### config.mk
export PLATFORM = sky130hd
export DESIGN_NAME = systolic_drain
export DESIGN_NICKNAME = d
export VERILOG_FILES = /design/src/rtl/sys_pkg.sv /design/src/rtl/sys_drain_fifo.sv /design/src/rtl/systolic_drain.sv
export SDC_FILE = /design/constraint.sdc
export NUM_CORES = 1
export LEC_CHECK = 0
export ABC_AREA = 1
export CAP_MARGIN = 20
export CORE_MARGIN = 5
export CORE_UTILIZATION = 61
export CTS_BUF_LIST = sky130_fd_sc_hd__clkbuf_16
export CTS_CLUSTER_SIZE = 24
export DETAILED_ROUTE_END_ITERATION = 10
export PLACE_DENSITY = 0.85
export SLEW_MARGIN = 10
export SYNTH_ARGS = -nofsm -noshare
export SYNTH_HDL_FRONTEND = slang
export SYNTH_SLANG_ARGS = --single-unit
### constraint.sdc
create_clock -name clk -period 5.61 [get_ports clk]
set_clock_uncertainty 0.15 [all_clocks]
set_input_delay 0.8415 -clock clk [delete_from_list [all_inputs] [get_ports clk]]
set_output_delay 0.8415 -clock clk [all_outputs]
set_load 0.02 [all_outputs]
### src/rtl/sys_pkg.sv
// Shared constants and the drain FSM state type for the systolic drain block.
package sys_pkg;

    localparam int SYS_WIDTH = 8;
    localparam int SYS_ROW   = 3;
    localparam int SYS_DEPTH = 4;

    typedef enum logic [1:0] {
        ST_IDLE    = 2'd0,
        ST_COLLECT = 2'd1,
        ST_FLUSH   = 2'd2,
        ST_DONE    = 2'd3
    } drain_state_e;

endpackage

### src/rtl/sys_drain_fifo.sv
// Vector FIFO with fall-through read: a word written at edge N is on rdata right after N.
// A push on a full FIFO is accepted only when a pop happens in the same cycle.
module sys_drain_fifo #(
    parameter int DATA_W = 24,
    parameter int DEPTH  = 4
) (
    input  logic              clk,
    input  logic              rst,
    input  logic              push,
    input  logic              pop,
    input  logic [DATA_W-1:0] wdata,
    output logic [DATA_W-1:0] rdata,
    output logic              full,
    output logic              empty
);

    localparam int AW = $clog2(DEPTH);

    logic [AW:0]       wr_ptr_q;
    logic [AW:0]       rd_ptr_q;
    logic [DATA_W-1:0] mem_q [DEPTH];
    logic              wr_en;
    logic              rd_en;

    assign empty = (wr_ptr_q == rd_ptr_q);
    assign full  = (wr_ptr_q[AW] != rd_ptr_q[AW]) && (wr_ptr_q[AW-1:0] == rd_ptr_q[AW-1:0]);
    assign rd_en = pop && !empty;
    assign wr_en = push && (!full || rd_en);

    always_ff @(posedge clk or posedge rst) begin
        if (rst) begin
            wr_ptr_q <= '0;
            rd_ptr_q <= '0;
        end else begin
            if (wr_en) wr_ptr_q <= wr_ptr_q + 1'b1;
            if (rd_en) rd_ptr_q <= rd_ptr_q + 1'b1;
        end
    end

    always_ff @(posedge clk) begin
        if (wr_en) mem_q[wr_ptr_q[AW-1:0]] <= wdata;
    end

    // Gate with empty so the output reads zero after reset without clearing the array.
    assign rdata = empty ? '0 : mem_q[rd_ptr_q[AW-1:0]];

endmodule

### src/rtl/systolic_drain.sv
// De-skews a systolic result vector and collects num_vec aligned vectors into an output FIFO.
// Optional macro SYS_DRAIN_RELU_EN clamps negative (signed) lanes to zero before the FIFO.
module systolic_drain
    import sys_pkg::*;
#(
    parameter int WIDTH = SYS_WIDTH,
    parameter int ROW   = SYS_ROW,
    parameter int DEPTH = SYS_DEPTH
) (
    input  logic                       clk,
    input  logic                       rst,
    input  logic                       start,
    input  logic [15:0]                num_vec,
    input  logic                       in_valid,
    input  logic [ROW-1:0][WIDTH-1:0]  feature_in,
    output logic [ROW*WIDTH-1:0]       out_data,
    output logic                       out_valid,
    input  logic                       out_ready,
    output logic                       busy,
    output logic                       done,
    output logic                       overflow
);

    logic [ROW*WIDTH-1:0] push_data;
    logic                 aligned_valid;

    drain_state_e state_q, state_d;
    logic [15:0]  count_q, count_d;
    logic [15:0]  num_vec_q, num_vec_d;
    logic [15:0]  count_inc;
    logic         ovf_q, ovf_d;
    logic         push_req;
    logic         fifo_pop;
    logic         fifo_full;
    logic         fifo_empty;

    // Lane-0 valid travels the longest path, ROW-1 stages.
    if (ROW == 1) begin : g_vld_pass
        assign aligned_valid = in_valid;
    end else begin : g_vld
        logic [ROW-2:0] vld_q;
        always_ff @(posedge clk or posedge rst) begin
            if (rst) begin
                vld_q <= '0;
            end else begin
                vld_q[0] <= in_valid;
                for (int k = 1; k < ROW - 1; k++) vld_q[k] <= vld_q[k-1];
            end
        end
        assign aligned_valid = vld_q[ROW-2];
    end

    for (genvar gi = 0; gi < ROW; gi++) begin : g_lane
        localparam int STAGES = ROW - 1 - gi;
        logic [WIDTH-1:0] lane_aligned;

        if (STAGES == 0) begin : g_pass
            assign lane_aligned = feature_in[gi];
        end else begin : g_dly
            logic [WIDTH-1:0] dly_q [STAGES];
            always_ff @(posedge clk or posedge rst) begin
                if (rst) begin
                    for (int k = 0; k < STAGES; k++) dly_q[k] <= '0;
                end else begin
                    dly_q[0] <= feature_in[gi];
                    for (int k = 1; k < STAGES; k++) dly_q[k] <= dly_q[k-1];
                end
            end
            assign lane_aligned = dly_q[STAGES-1];
        end

`ifdef SYS_DRAIN_RELU_EN
        assign push_data[gi*WIDTH +: WIDTH] = lane_aligned[WIDTH-1] ? '0 : lane_aligned;
`else
        assign push_data[gi*WIDTH +: WIDTH] = lane_aligned;
`endif
    end

    assign push_req  = aligned_valid && (state_q == ST_COLLECT);
    assign fifo_pop  = out_valid && out_ready;
    assign count_inc = count_q + 16'd1;
    assign out_valid = !fifo_empty;

    always_ff @(posedge clk or posedge rst) begin
        if (rst) state_q <= ST_IDLE;
        else     state_q <= state_d;
    end

    always_comb begin
        state_d = state_q;
        case (state_q)
            ST_IDLE:    if (start) state_d = (num_vec == 16'd0) ? ST_DONE : ST_COLLECT;
            ST_COLLECT: if (push_req && (count_inc == num_vec_q)) state_d = ST_FLUSH;
            ST_FLUSH:   if (fifo_empty) state_d = ST_DONE;
            ST_DONE:    state_d = ST_IDLE;
            default:    state_d = ST_IDLE;
        endcase
    end

    always_comb begin
        busy = (state_q == ST_COLLECT) || (state_q == ST_FLUSH);
        done = (state_q == ST_DONE);
    end

    // A dropped vector still counts toward num_vec so the run always terminates.
    always_comb begin
        count_d   = count_q;
        num_vec_d = num_vec_q;
        ovf_d     = ovf_q;
        if ((state_q == ST_IDLE) && start) begin
            count_d   = '0;
            num_vec_d = num_vec;
            ovf_d     = 1'b0;
        end else if (push_req) begin
            count_d = count_inc;
            if (fifo_full && !fifo_pop) ovf_d = 1'b1;
        end
    end

    always_ff @(posedge clk or posedge rst) begin
        if (rst) begin
            count_q   <= '0;
            num_vec_q <= '0;
            ovf_q     <= 1'b0;
        end else begin
            count_q   <= count_d;
            num_vec_q <= num_vec_d;
            ovf_q     <= ovf_d;
        end
    end

    assign overflow = ovf_q;

    sys_drain_fifo #(
        .DATA_W (ROW*WIDTH),
        .DEPTH  (DEPTH)
    ) u_fifo (
        .clk   (clk),
        .rst   (rst),
        .push  (push_req),
        .pop   (fifo_pop),
        .wdata (push_data),
        .rdata (out_data),
        .full  (fifo_full),
        .empty (fifo_empty)
    );

endmodule

# Word-level counts from Yosys, hierarchy flattened
# Memory sizes are Yosys's and may differ from the RTL's.
# Cells that the tools add are included.
op_classes:
  eq_ne: 10
  n_addsub: 3
  muxes: 13
  n_reduce_logical: 19
op_table:
  columns: ["cell", "count"]
  rows:
  - ["$mux 16", 2]
  - ["$mux 24", 1]
  - ["$add 16x1->16 const B", 1]
  - ["$eq 16x16->1", 1]
  - ["$logic_not 16->1", 1]
  - ["$logic_and 1x1->1", 8]
  - ["$mux 2", 4]
  - ["$pmux 2 s4", 1]
  - ["$add 3x1->3 const B", 2]
  - ["$mux 1", 5]
  - ["$eq 2x2->1 const B", 2]
  - ["$ne 2x2->1 const B", 2]
  - ["$reduce_bool 2->1", 2]
  - ["$eq 3x3->1", 1]
  - ["$logic_not 1->1", 3]
  - ["$reduce_and 3->1", 1]
  - ["$eq 2x1->1 const B", 1]
  - ["$eq 2x2->1", 1]
  - ["$logic_not 2->1", 1]
  - ["$logic_or 1x1->1", 2]
  - ["$ne 2x1->1 const B", 1]
  - ["$reduce_and 2->1", 1]
  - ["$ne 1x1->1", 1]
word_totals:
  ram_bits: 96
  output_inout_bits: 28
  mem_count: 1
  input_bits: 45
  ff_bits: 67
  elab_cells: 56
memory_table:
  columns: ["memory", "depth", "word_bits", "read_ports", "rd_ports_with_merged_regs", "write_ports", "line_no", "source"]
  rows:
  - ["u_fifo.mem_q", 4, 24, 1, 0, 1, "sys_drain_fifo.sv:21", "logic [DATA_W-1:0] mem_q [DEPTH];"]

# Depth between registers and ports, before layout
# Gate-level depths: netlist of run 1.
logic_depth:
  depth_word: 8
  depth_mapped: 16
  mapped_depth_nobuf: 16

# Modules after synthesis
# Synthesis of run 1 repeated with hierarchy kept, for this count alone.
unflattened:
  cells_unflattened: 712
  area_unflattened_um2: 7113.1
modules_own_cells:
  columns: ["mod", "area_each_um2", "cells_per_inst", "n_inst", "seq_area_each_um2"]
  rows:
  - ["sys_drain_fifo", 4222.8, 367, 1, 3032.9]
  - ["systolic_drain", 2890.3, 345, 1, 1526.5]

# Worst setup path after synthesis of run 1
# Ideal clock, no wire load.
synth_timing:
  kind: "input -> register"
  startpoint: "input out_ready"
  endpoint: "memory u_fifo.mem_q[0][0], enable pin"
  n_path_buf: 0
  arrival_time_ps: 2217
  setup_ps: 405
  setup_slack_ps: 2838
  cell_stages: 4
  required_ps: 5055
  path_cell_list: "nand2_1 > nand3_1 > nand3_2 > nor2_1"
synth_between:
  elab_chain_len: 6
synth_rtl:
  columns: ["item", "line_no", "source"]
  rows:
  - ["start: declaration", "systolic_drain.sv:18", "input logic out_ready,"]
  - ["$logic_and 1x1->1", "systolic_drain.sv:80", "assign fifo_pop = out_valid && out_ready;"]
  - ["$logic_and 1x1->1", "sys_drain_fifo.sv:27", "assign rd_en = pop && !empty;"]
  - ["$logic_or 1x1->1", "sys_drain_fifo.sv:28", "assign wr_en = push && (!full || rd_en);"]
  - ["$logic_and 1x1->1", "sys_drain_fifo.sv:28", null]
  - ["$mux 1", "sys_drain_fifo.sv:41", "if (wr_en) mem_q[wr_ptr_q[AW-1:0]] <= wdata;"]
  - ["$mux 1 (not written as such)", "sys_drain_fifo.sv:41", null]
  - ["end: declaration", "sys_drain_fifo.sv:21", null]
# No other way between the ends.

# Worst setup path after layout of run 1
layout_timing:
  startpoint: "register u_fifo.rd_ptr_q[0]"
  endpoint: "output out_data[8]"
layout_between:
  elab_chain_len: 2
  word_cells_on_any_way: 3
  classes_between: "1 x eq/ne; 1 x mux; 1 x memory"
layout_rtl:
  columns: ["item", "line_no", "source"]
  rows:
  - ["start: declaration", "sys_drain_fifo.sv:20", "logic [AW:0] rd_ptr_q;"]
  - ["start signal: assignment", "sys_drain_fifo.sv:36", "if (rd_en) rd_ptr_q <= rd_ptr_q + 1'b1;"]
  - ["$mem_v2 4x24 / $eq 3x3->1 (equally long branches)", null, null]
  - ["$mux 24 (*)", "sys_drain_fifo.sv:45", "assign rdata = empty ? '0 : mem_q[rd_ptr_q[AW-1:0]];"]
  - ["end: declaration", "systolic_drain.sv:16", "output logic [ROW*WIDTH-1:0] out_data,"]
# Every way passes the cells marked *; elsewhere a longest branch is shown, timed or not.

==> impl_metrics.json, run 1 <==
{
  "r2r_end": "u_fifo.mem_q[0][6]$_DFFE_PP_",
  "clkLatencyLatePin_ns": 0.42,
  "crit_type": "reg -> out",
  "cts_tree": "yes",
  "fp.dieH_microns": 117,
  "maxCapViolations": 0,
  "critPathCaptureType": "output port",
  "finalWirelength_microns": 14900,
  "timing.setup.tns_ns": 0,
  "synthCells": 658,
  "path_clk_slew_ns": 0.06,
  "outcome": "completed",
  "seq_power_share_pct": 36.2,
  "cts_root_buffer": "clkbuf_16",
  "layout_commonest_cell": "nand2_1",
  "final_nets": 792,
  "cts.sinks": 163,
  "synth_area_sq_um": 6950,
  "power_mw": 4.35,
  "synth_nets": 714,
  "synth_edf_count": 96,
  "yosysSeqAreaShare_pct": 65.6,
  "max_freq_mhz": 234,
  "worstPathRequired_ns": 4.62,
  "worst_slew_pin_slew_ns": 0.716,
  "core-area_sq_um": 11300,
  "viasPerCell": 5.67,
  "p_clk_share_pct": 24.8,
  "area_growth_pct": 20.8,
  "yosys.area.top_type": "edfxtp_1",
  "p_per_area_nw_per_um2": 519,
  "cp_max_fo": 51,
  "cts_made_buffers": 17,
  "finalMaxSlewViolations": 0,
  "r2r_cells": 10,
  "mostFrequentLayoutCells": "141 x nand2_1, 96 x edfxtp_1, 88 x nor2_1, 72 x clkdlybuf4s50_1, 67 x dfrtp_1",
  "ys_ff_latch": 163,
  "avgSynthCellArea_sq_um": 10.6,
  "diodes": 0,
  "min_path_cells": 0,
  "rows": 39,
  "combPwrFrac_pct": 39.0,
  "yosys.cell_types.count": 29,
  "grt_pass1_wl_microns": 24300,
  "wl_per_cell_microns": 16.7,
  "grt_start_max_net_pins": 56,
  "hold_path.class": "reg -> reg",
  "cts_max_level": 4,
  "die-width_microns": 117,
  "port_buffers": 72,
  "synthTopCellsByArea": "edfxtp_1 41%, dfrtp_1 24%, nand2_1 7.6%",
  "placed_area_sq_um": 7840,
  "p_int_mw": 2.73,
  "start_util_pct": 61.6,
  "grt_overflow": 0,
  "nFillCells": 690,
  "gp_congestion": 0.848,
  "drcViolationCount": 0,
  "final-hold-violation-count": 0,
  "synth_ff_type": "edfxtp_1",
  "dp_hpwl_microns": 9500,
  "post_cts_buffers": 0,
  "die-area_sq_um": 13600,
  "worst_hold_path.endpoint": "g_lane[0].lane_aligned[5]$_DFF_PP0_",
  "min_from": "g_lane[0].g_dly.dly_q[13]$_DFF_PP0_",
  "io_pins": 73,
  "reg2reg_setup_slack_ns": 1.93,
  "arrival_ns": 3.28,
  "rsz0062_at_grt": "no",
  "holdBufCountCts": 0,
  "track_usage_pct": 23.2,
  "grt_pass1_vias": 5040,
  "setup_viol": 0,
  "period_share_pct": 76.1,
  "antenna_left": 0,
  "relSlewSlack_pct": 52.2,
  "cp-start-kind": "flop",
  "p_leak_nw": 3.41,
  "swShare_pct": 37.2,
  "cts_resized": 0,
  "final_area_sq_um": 8390,
  "min_period_ns": 4.27,
  "async_reset_ff_share_pct": 41.1,
  "antenna_found_initial": 0,
  "drt_pass1_iterations": 5,
  "yosys.area.top_type_share_pct": 41.5,
  "vias": 5057,
  "switchingPower_mw": 1.62,
  "synth_warnings": 0,
  "ir_drop_v": 0.000361,
  "clockBufferDepth": 2,
  "r2r_start": "u_fifo.rd_ptr_q[0]$_DFFE_PP0P_",
  "layout-drive-gt1-share_pct": 8.41,
  "final_core_util_pct": 74.4,
  "drt-initial-drc-count": 552
}
[sequential cells by signal (all words and copies together) (netlist names)]
| name | count |
|---|---|
| g_lane.lane_aligned | 8 |
| g_lane.g_dly.dly_q | 16 |
| state_q | 2 |
| count_q | 16 |
| u_fifo.wr_ptr_q | 3 |
| u_fifo.rd_ptr_q | 3 |
| overflow | 1 |
| g_vld.vld_q | 2 |
| u_fifo.mem_q | 96 |
| num_vec_q | 16 |
[routing by layer]
| metal | routed length, microns | share of wire [%] | track usage, % |
|---|---|---|---|
| met3 | 1140 | 7.7 | 5.18 |
| met4 | 279 | 1.9 | 7.80 |
| met2 | 7850 | 53 | 41.4 |
| met5 | 0 | 0 | 0 |
| met1 | 5640 | 38 | 28.1 |
[cells by family (layout without fill, tap and decap cells)]
group / count (synthesis) / count (layout) / share of synthesized area [%]
compound gates: 80 / 80 / 7.27
mux: 1 / 1 / 0.162
xor+xnor: 6 / 6 / 0.756
buf+inv: 89 / 180 / 4.83
flops: 163 / 163 / 65.6
fa+ha+maj: 11 / 11 / 1.98
simple gates: 308 / 308 / 19.4
[through the flow]
| step | hold WS, ns | worst slack, ns | std cells |
|---|---|---|---|
| 2_1_floorplan | 0.181 | 2.84 | 658 |
| 3_3_place_gp | 0.183 | 1.90 | 860 |
| 3_5_place_dp | 0.186 | 1.87 | 860 |
| 4_1_cts | 0.200 | 1.31 | 892 |
| 5_1_grt | 0.215 | 1.06 | 892 |
| 6_report | 0.202 | 1.34 | 892 |
[area by class of cell]
type / count / area (sq um) / area share (%)
Sequential cell: 163 / 4560 / 54.3
Multi-Input combinational cell: 406 / 2060 / 24.6
Timing Repair Buffer: 80 / 781 / 9.30
Clock buffer: 17 / 425 / 5.07
Inverter: 68 / 255 / 3.04
Tap cell: 143 / 179 / 2.13
Clock inverter: 15 / 130 / 1.55
[worst max path at each step]
stage | start | endpoint | slack [ns] | cells past startpoint
6_report | u_fifo.rd_ptr_q[0]$_DFFE_PP0P_ | out_data[8] | 1.34 | 8
2_1_floorplan | out_ready | u_fifo.mem_q[0][0]$_DFFE_PP_ | 2.84 | 4
3_5_place_dp | u_fifo.rd_ptr_q[0]$_DFFE_PP0P_ | out_data[14] | 1.87 | 8
4_1_cts | u_fifo.rd_ptr_q[0]$_DFFE_PP0P_ | out_data[8] | 1.31 | 8
5_1_grt | u_fifo.rd_ptr_q[0]$_DFFE_PP0P_ | out_data[14] | 1.06 | 8
3_3_place_gp | start | count_q[1]$_DFFE_PP0P_ | 1.90 | 6
[critical path: stages (launching register included)]
cell             delay (ns)
dfrtp_1                0.37
buf_4                  0.29
inv_1                  0.60
buf_4                  0.42
nor2_1                 0.08
o32ai_1                0.31
nand2_1                0.11
inv_1                  0.07
clkdlybuf4s50_1        0.59
[power by group through the flow]
stage	clock [mW]	combinational [mW]	sequential [mW]
5_1_grt	1.15	1.87	1.59
6_report	1.08	1.70	1.57
3_3_place_gp	0	1.62	1.58
3_5_place_dp	0	1.68	1.59
4_1_cts	1.09	1.71	1.57
2_1_floorplan	0	1.06	1.56
[synth_stat cells, types with 2 or more instances]
cell type	number
nor2_4	5
nand3_1	38
o32ai_1	24
inv_1	66
nor4_1	4
o21ai_0	45
nand3b_1	6
nand2_2	5
dfrtp_1	67
clkbuf_1	20
xor2_1	5
nand3_2	3
nor2_2	4
ha_1	11
edfxtp_1	96
nand2_1	141
nor2_1	91
nand4_1	8
a21oi_1	2
o22ai_1	7
clkinv_1	2
Power figures use the tool's default switching activity.
==> run 2, diff against run 1 <==
--- a/config.mk
+++ b/config.mk
@@ -8,11 +8,11 @@
 export ABC_AREA = 1
 export CAP_MARGIN = 20
 export CORE_MARGIN = 5
-export CORE_UTILIZATION = 61
+export CORE_UTILIZATION = 56
 export CTS_BUF_LIST = sky130_fd_sc_hd__clkbuf_16
 export CTS_CLUSTER_SIZE = 24
 export DETAILED_ROUTE_END_ITERATION = 10
-export PLACE_DENSITY = 0.85
+export PLACE_DENSITY = 0.79
 export SLEW_MARGIN = 10
 export SYNTH_ARGS = -nofsm -noshare
 export SYNTH_HDL_FRONTEND = slang
==> constraint.sdc (replaced) <==
create_clock -name clk -period 4 [get_ports clk]
set_clock_uncertainty 0.15 [all_clocks]
set_input_delay 0.6 -clock clk [delete_from_list [all_inputs] [get_ports clk]]
set_output_delay 0.6 -clock clk [all_outputs]
set_load 0.02 [all_outputs]
==> run 2 against run 1 <==
  * Count of clock-buffer cells in the layout unchanged
  * Wire length down 4.1%
  * Register-to-register slack worse by 0.80 ns
  * Global-route usage down 2.7 points
==> impl_metrics.json, run 2 (synthesis results as in run 1) <==
{
  "outcome": "completed",
  "antenna_left": 0,
  "start_util_pct": 57.4,
  "layout_commonest_cell": "nand2_1",
  "crit_type": "reg -> out",
  "vias": 4937,
  "cts.sinks": 163,
  "grt_overflow": 0,
  "area_growth_pct": 22.3,
  "cts_made_buffers": 17,
  "cp-start-kind": "flop",
  "final_core_util_pct": 70.2,
  "layout-drive-gt1-share_pct": 9.04,
  "slowest_stage": "clkdlybuf4s50_1",
  "combPwrFrac_pct": 38.4,
  "die-width_microns": 121,
  "finalWirelength_microns": 14300,
  "cp_common_cell": "inv_1",
  "grt_pass1_vias": 4953,
  "cp_max_fo": 40,
  "cts_root_buffer": "clkbuf_16",
  "setup_viol": 0,
  "holdBufCountCts": 0,
  "final-hold-violation-count": 0,
  "mostFrequentLayoutCells": "141 x nand2_1, 96 x edfxtp_1, 88 x nor2_1, 72 x clkdlybuf4s50_1, 67 x dfrtp_1",
  "p_clk_share_pct": 26.3,
  "finalMaxSlewViolations": 0,
  "path_clk_slew_ns": 0.07,
  "dp_hpwl_microns": 9180,
  "reg2reg_setup_slack_ns": 1.13,
  "p_per_area_nw_per_um2": 729,
  "dpl.cell_count": 887,
  "hold_path.class": "reg -> reg",
  "antenna_found_initial": 0,
  "min_period_ns": 3.45,
  "arrival_ns": 2.70,
  "stdcell_count": 920,
  "fin_worst_hold_slack_ns": 0.195,
  "switchingPower_mw": 2.28,
  "post_cts_buffers": 0,
  "clkLatencyLatePin_ns": 0.42,
  "port_buffers": 72,
  "final_nets": 795,
  "timing.setup.tns_ns": 0,
  "wl_per_cell_microns": 15.5,
  "grt_start_max_net_pins": 51,
  "clockBufferDepth": 2,
  "p_int_mw": 3.92,
  "slowest_delay_ns": 0.59,
  "maxCapViolations": 0,
  "cts_tree": "yes",
  "ir_drop_v": 0.000323,
  "rows": 40,
  "diodes": 0,
  "period_share_pct": 86.3,
  "seq_power_share_pct": 35.3,
  "worstPathRequired_ns": 3.25,
  "max_freq_mhz": 290,
  "swShare_pct": 36.7,
  "core-area_sq_um": 12100,
  "die-area_sq_um": 14700,
  "gp_congestion": 0.870,
  "cts_max_level": 4,
  "power_mw": 6.20,
  "io_pins": 73,
  "fp.dieH_microns": 121,
  "drt-initial-drc-count": 592,
  "relSlewSlack_pct": 63.5,
  "drcViolationCount": 0,
  "crit_chain": "inv_1, buf_4, nor2_1, o32ai_1, nand2_1, inv_1, clkdlybuf4s50_1",
  "rsz0062_at_grt": "no",
  "worst_slew_pin_slew_ns": 0.547,
  "critPathCaptureType": "output port",
  "track_usage_pct": 20.5,
  "grt_pass1_wl_microns": 23600,
  "drt_pass1_iterations": 6,
  "cts_resized": 0,
  "p_leak_nw": 3.45,
  "viasPerCell": 5.37,
  "largest_register_ffs": 96
}
run 2: stage by stage:
step           area [sq um]  worst slack (ns)
2_1_floorplan          6950              1.30
3_3_place_gp           7880             0.941
3_5_place_dp           7880             0.918
4_1_cts                8480             0.535
5_1_grt                8500             0.383
6_report               8500             0.548
run 2: power by group through the flow:
stage / combinational [mW] / clock [mW] / sequential [mW]
final: 2.38 / 1.63 / 2.19
after global routing: 2.62 / 1.72 / 2.21
after CTS: 2.40 / 1.65 / 2.18
after global placement: 2.32 / 0 / 2.20
after detailed placement: 2.38 / 0 / 2.22
after floorplan: 1.49 / 0 / 2.19
run 2: final cells by class:
class,instances,area (sq um)
sequential,163,4560
fill,887,3610
multi-input combinational,406,2060
timing repair buffer,83,816
clock buffer,17,425
inverter,68,255
tap,168,210
clock inverter,15,170
run 2: path summary, 6_finish.rpt:
| kind | cells after the start | endpoint | start |
|---|---|---|---|
| max reg2reg | 9 | u_fifo.mem_q[1][6]$_DFFE_PP_ | u_fifo.rd_ptr_q[0]$_DFFE_PP0P_ |
| min reg2reg | 0 | g_lane[0].lane_aligned[6]$_DFF_PP0_ | g_lane[0].g_dly.dly_q[14]$_DFF_PP0_ |
| min in group asynchronous | 2 | state_q[1]$_DFFE_PP0P_ | rst |
| min | 0 | g_lane[0].lane_aligned[6]$_DFF_PP0_ | g_lane[0].g_dly.dly_q[14]$_DFF_PP0_ |
| max in group asynchronous | 4 | count_q[0]$_DFFE_PP0P_ | rst |
| max | 7 | out_data[13] | u_fifo.rd_ptr_q[0]$_DFFE_PP0P_ |
run 2: critical path: cells and delay by family, from the launching register on:
kind / cells / cell delay, ns
buffers and inverters: 4 / 1.35
AOI/OAI and AO/OA: 1 / 0.35
DFF: 1 / 0.37
and+or+nand+nor: 2 / 0.18
run 2: per-layer routing:
metal / track usage (%) / routed length [microns] / vias to the layer above
li1: - / - / 2392
met4: 8.12 / 238 / 0
met5: 0 / 0 / -
met2: 34.5 / 7150 / 146
met1: 26.4 / 6210 / 2378
met3: 3.96 / 696 / 21
==> run 3, diff against run 2 <==
--- a/config.mk
+++ b/config.mk
@@ -8,10 +8,11 @@
 export ABC_AREA = 1
 export CAP_MARGIN = 20
 export CORE_MARGIN = 5
-export CORE_UTILIZATION = 56
+export CORE_UTILIZATION = 63
 export CTS_BUF_LIST = sky130_fd_sc_hd__clkbuf_16
 export CTS_CLUSTER_SIZE = 24
 export DETAILED_ROUTE_END_ITERATION = 10
+export DONT_BUFFER_PORTS = 1
 export PLACE_DENSITY = 0.79
 export SLEW_MARGIN = 10
 export SYNTH_ARGS = -nofsm -noshare
==> run 3 against run 2 <==
  * First-iteration DRC count is 49% lower
  * Worst hold slack worse by 0.14 ns
  * Cell count is 11% lower
  * Count of clock-buffer cells in the layout stayed put
  * Worst setup slack better by 0.24 ns
  * Clock power is 5% lower
  * Final area is 9.2% lower
  * Sequential share of layout area is 5.4 points higher
  * Die area is 10% lower
  * Sequential power hardly changed
  * Via count is 4.5% lower
  * Fmax is 7.5% higher
  * Critical path type is now reg -> reg
  * Critical endpoint is now u_fifo.mem_q[1][20]$_DFFE_PP_
  * Largest power group is now registers
  * Highest routed layer unchanged
==> impl_metrics.json, run 3 (synthesis results as in run 1) <==
{
  "clockBufferDepth": 2,
  "antenna_found_initial": 0,
  "period_share_pct": 80.2,
  "cp-startpoint": "u_fifo.rd_ptr_q[0]$_DFFE_PP0P_",
  "ir_drop_v": 0.000502,
  "largest_register_ffs": 96,
  "slowest_stage": "dfrtp_1",
  "grt_start_max_net_pins": 51,
  "diodes": 0,
  "relSlewSlack_pct": 42.1,
  "gp_congestion": 0.857,
  "cts_root_buffer": "clkbuf_16",
  "antenna_left": 0,
  "finalWirelength_microns": 14100,
  "crit_end": "u_fifo.mem_q[1][20]$_DFFE_PP_",
  "timing.setup.tns_ns": 0,
  "r2r_cells": 9,
  "cp_common_cell": "nand2_1",
  "layout-drive-gt1-share_pct": 9.85,
  "max_freq_mhz": 312,
  "io_pins": 73,
  "layout_commonest_cell": "nand2_1",
  "die-width_microns": 115,
  "maxCapViolations": 0,
  "hold_path.class": "in -> reg",
  "core-area_sq_um": 10800,
  "reg2reg_setup_slack_ns": 0.79,
  "r2r_start": "u_fifo.rd_ptr_q[0]$_DFFE_PP0P_",
  "wl_per_cell_microns": 17.2,
  "slowest_delay_ns": 0.71,
  "track_usage_pct": 23.0,
  "final_nets": 723,
  "cp-start-kind": "flop",
  "start_util_pct": 64.1,
  "holdBufCountCts": 0,
  "cp_max_fo": 28,
  "worstPathRequired_ns": 3.95,
  "drt_pass1_iterations": 5,
  "die-area_sq_um": 13200,
  "fp.dieH_microns": 115,
  "mostFrequentLayoutCells": "141 x nand2_1, 96 x edfxtp_1, 88 x nor2_1, 67 x dfrtp_1, 66 x inv_1",
  "drt-initial-drc-count": 302,
  "outcome": "completed",
  "final-hold-violation-count": 0,
  "rows": 38,
  "drcViolationCount": 0,
  "cts_resized": 0,
  "cts_tree": "yes",
  "critPathCaptureType": "flop",
  "path_clk_slew_ns": 0.07,
  "p_per_area_nw_per_um2": 729,
  "clkLatencyLatePin_ns": 0.42,
  "r2r_end": "u_fifo.mem_q[1][20]$_DFFE_PP_",
  "worst_slew_pin_slew_ns": 0.867,
  "p_leak_nw": 3.16,
  "vias": 4714,
  "setup_viol": 0,
  "viasPerCell": 5.75,
  "cts_made_buffers": 17,
  "grt_overflow": 0,
  "dp_hpwl_microns": 9550,
  "grt_pass1_wl_microns": 23300,
  "crit_type": "reg -> reg",
  "power_mw": 5.63,
  "rsz0062_at_grt": "no",
  "crit_chain": "inv_1, nand2_1, a21oi_1, nand2_4, nand2_1, nand3_1, nand3_2, nor2_2, buf_4",
  "cts.sinks": 163,
  "post_cts_buffers": 0,
  "finalMaxSlewViolations": 0,
  "area_growth_pct": 11.1,
  "port_buffers": 0,
  "grt_pass1_vias": 4747,
  "arrival_ns": 3.16,
  "min_period_ns": 3.21,
  "cts_max_level": 4
}
[run 3: power breakdown]
part | switching [mW] | internal (mW) | leakage, nW | total (mW)
logic | 1.36 | 0.501 | 1.18 | 1.86
clock network | 0.674 | 0.875 | 0.281 | 1.55
registers | 0.167 | 2.05 | 1.70 | 2.21
[run 3: worst min-delay path by stage]
| stage | startpoint | end | depth (start not counted) |
|---|---|---|---|
| after floorplan | g_lane[0].g_dly.dly_q[8]$_DFF_PP0_ | g_lane[0].lane_aligned[0]$_DFF_PP0_ | 0 |
| after global placement | g_lane[0].g_dly.dly_q[14]$_DFF_PP0_ | g_lane[0].lane_aligned[6]$_DFF_PP0_ | 0 |
| after detailed placement | g_lane[0].g_dly.dly_q[15]$_DFF_PP0_ | g_lane[0].lane_aligned[7]$_DFF_PP0_ | 0 |
| after CTS | feature_in[1] | g_lane[0].g_dly.dly_q[9]$_DFF_PP0_ | 0 |
| after global routing | feature_in[8] | g_lane[1].g_dly.dly_q[0]$_DFF_PP0_ | 0 |
| final | feature_in[1] | g_lane[0].g_dly.dly_q[9]$_DFF_PP0_ | 0 |
[run 3: routing by layer]
metal  vias up  share of wire [%]  global-route usage (%)
met3        24                5.1                    6.47
met5         -                  0                       0
met2       160                 53                    40.2
met4         0                1.7                    6.73
li1       2253                  -                       -
met1      2277                 40                    28.2
[run 3: area by class of cell]
type / count / area [sq um]
Timing Repair Buffer: 11 / 95.1
Tap cell: 140 / 175
Fill cell: 766 / 3120
Clock inverter: 15 / 146
Sequential cell: 163 / 4560
Clock buffer: 17 / 425
Inverter: 68 / 255
Multi-Input combinational cell: 406 / 2060
[run 3: through the flow]
stage | area (sq um) | setup WS, ns | std cells | utilization, % | hold slack [ns]
after floorplan | 6950 | 1.30 | 658 | - | 0.181
final | 7720 | 0.790 | 820 | 71.2 | 0.0555
after CTS | 7720 | 0.762 | 820 | 71.2 | 0.0445
after global routing | 7720 | 0.512 | 820 | 71.2 | 0.0299
after global placement | 7150 | 0.959 | 788 | 65.9 | 0.183
after detailed placement | 7150 | 0.832 | 788 | 65.9 | 0.185
[run 3: worst max-delay path: cells and delay by family (launching register included)]
kind	cells	cell delay [ns]
compound gates	1	0.11
buf+inv	2	0.49
flops	1	0.71
simple gates	6	1.42
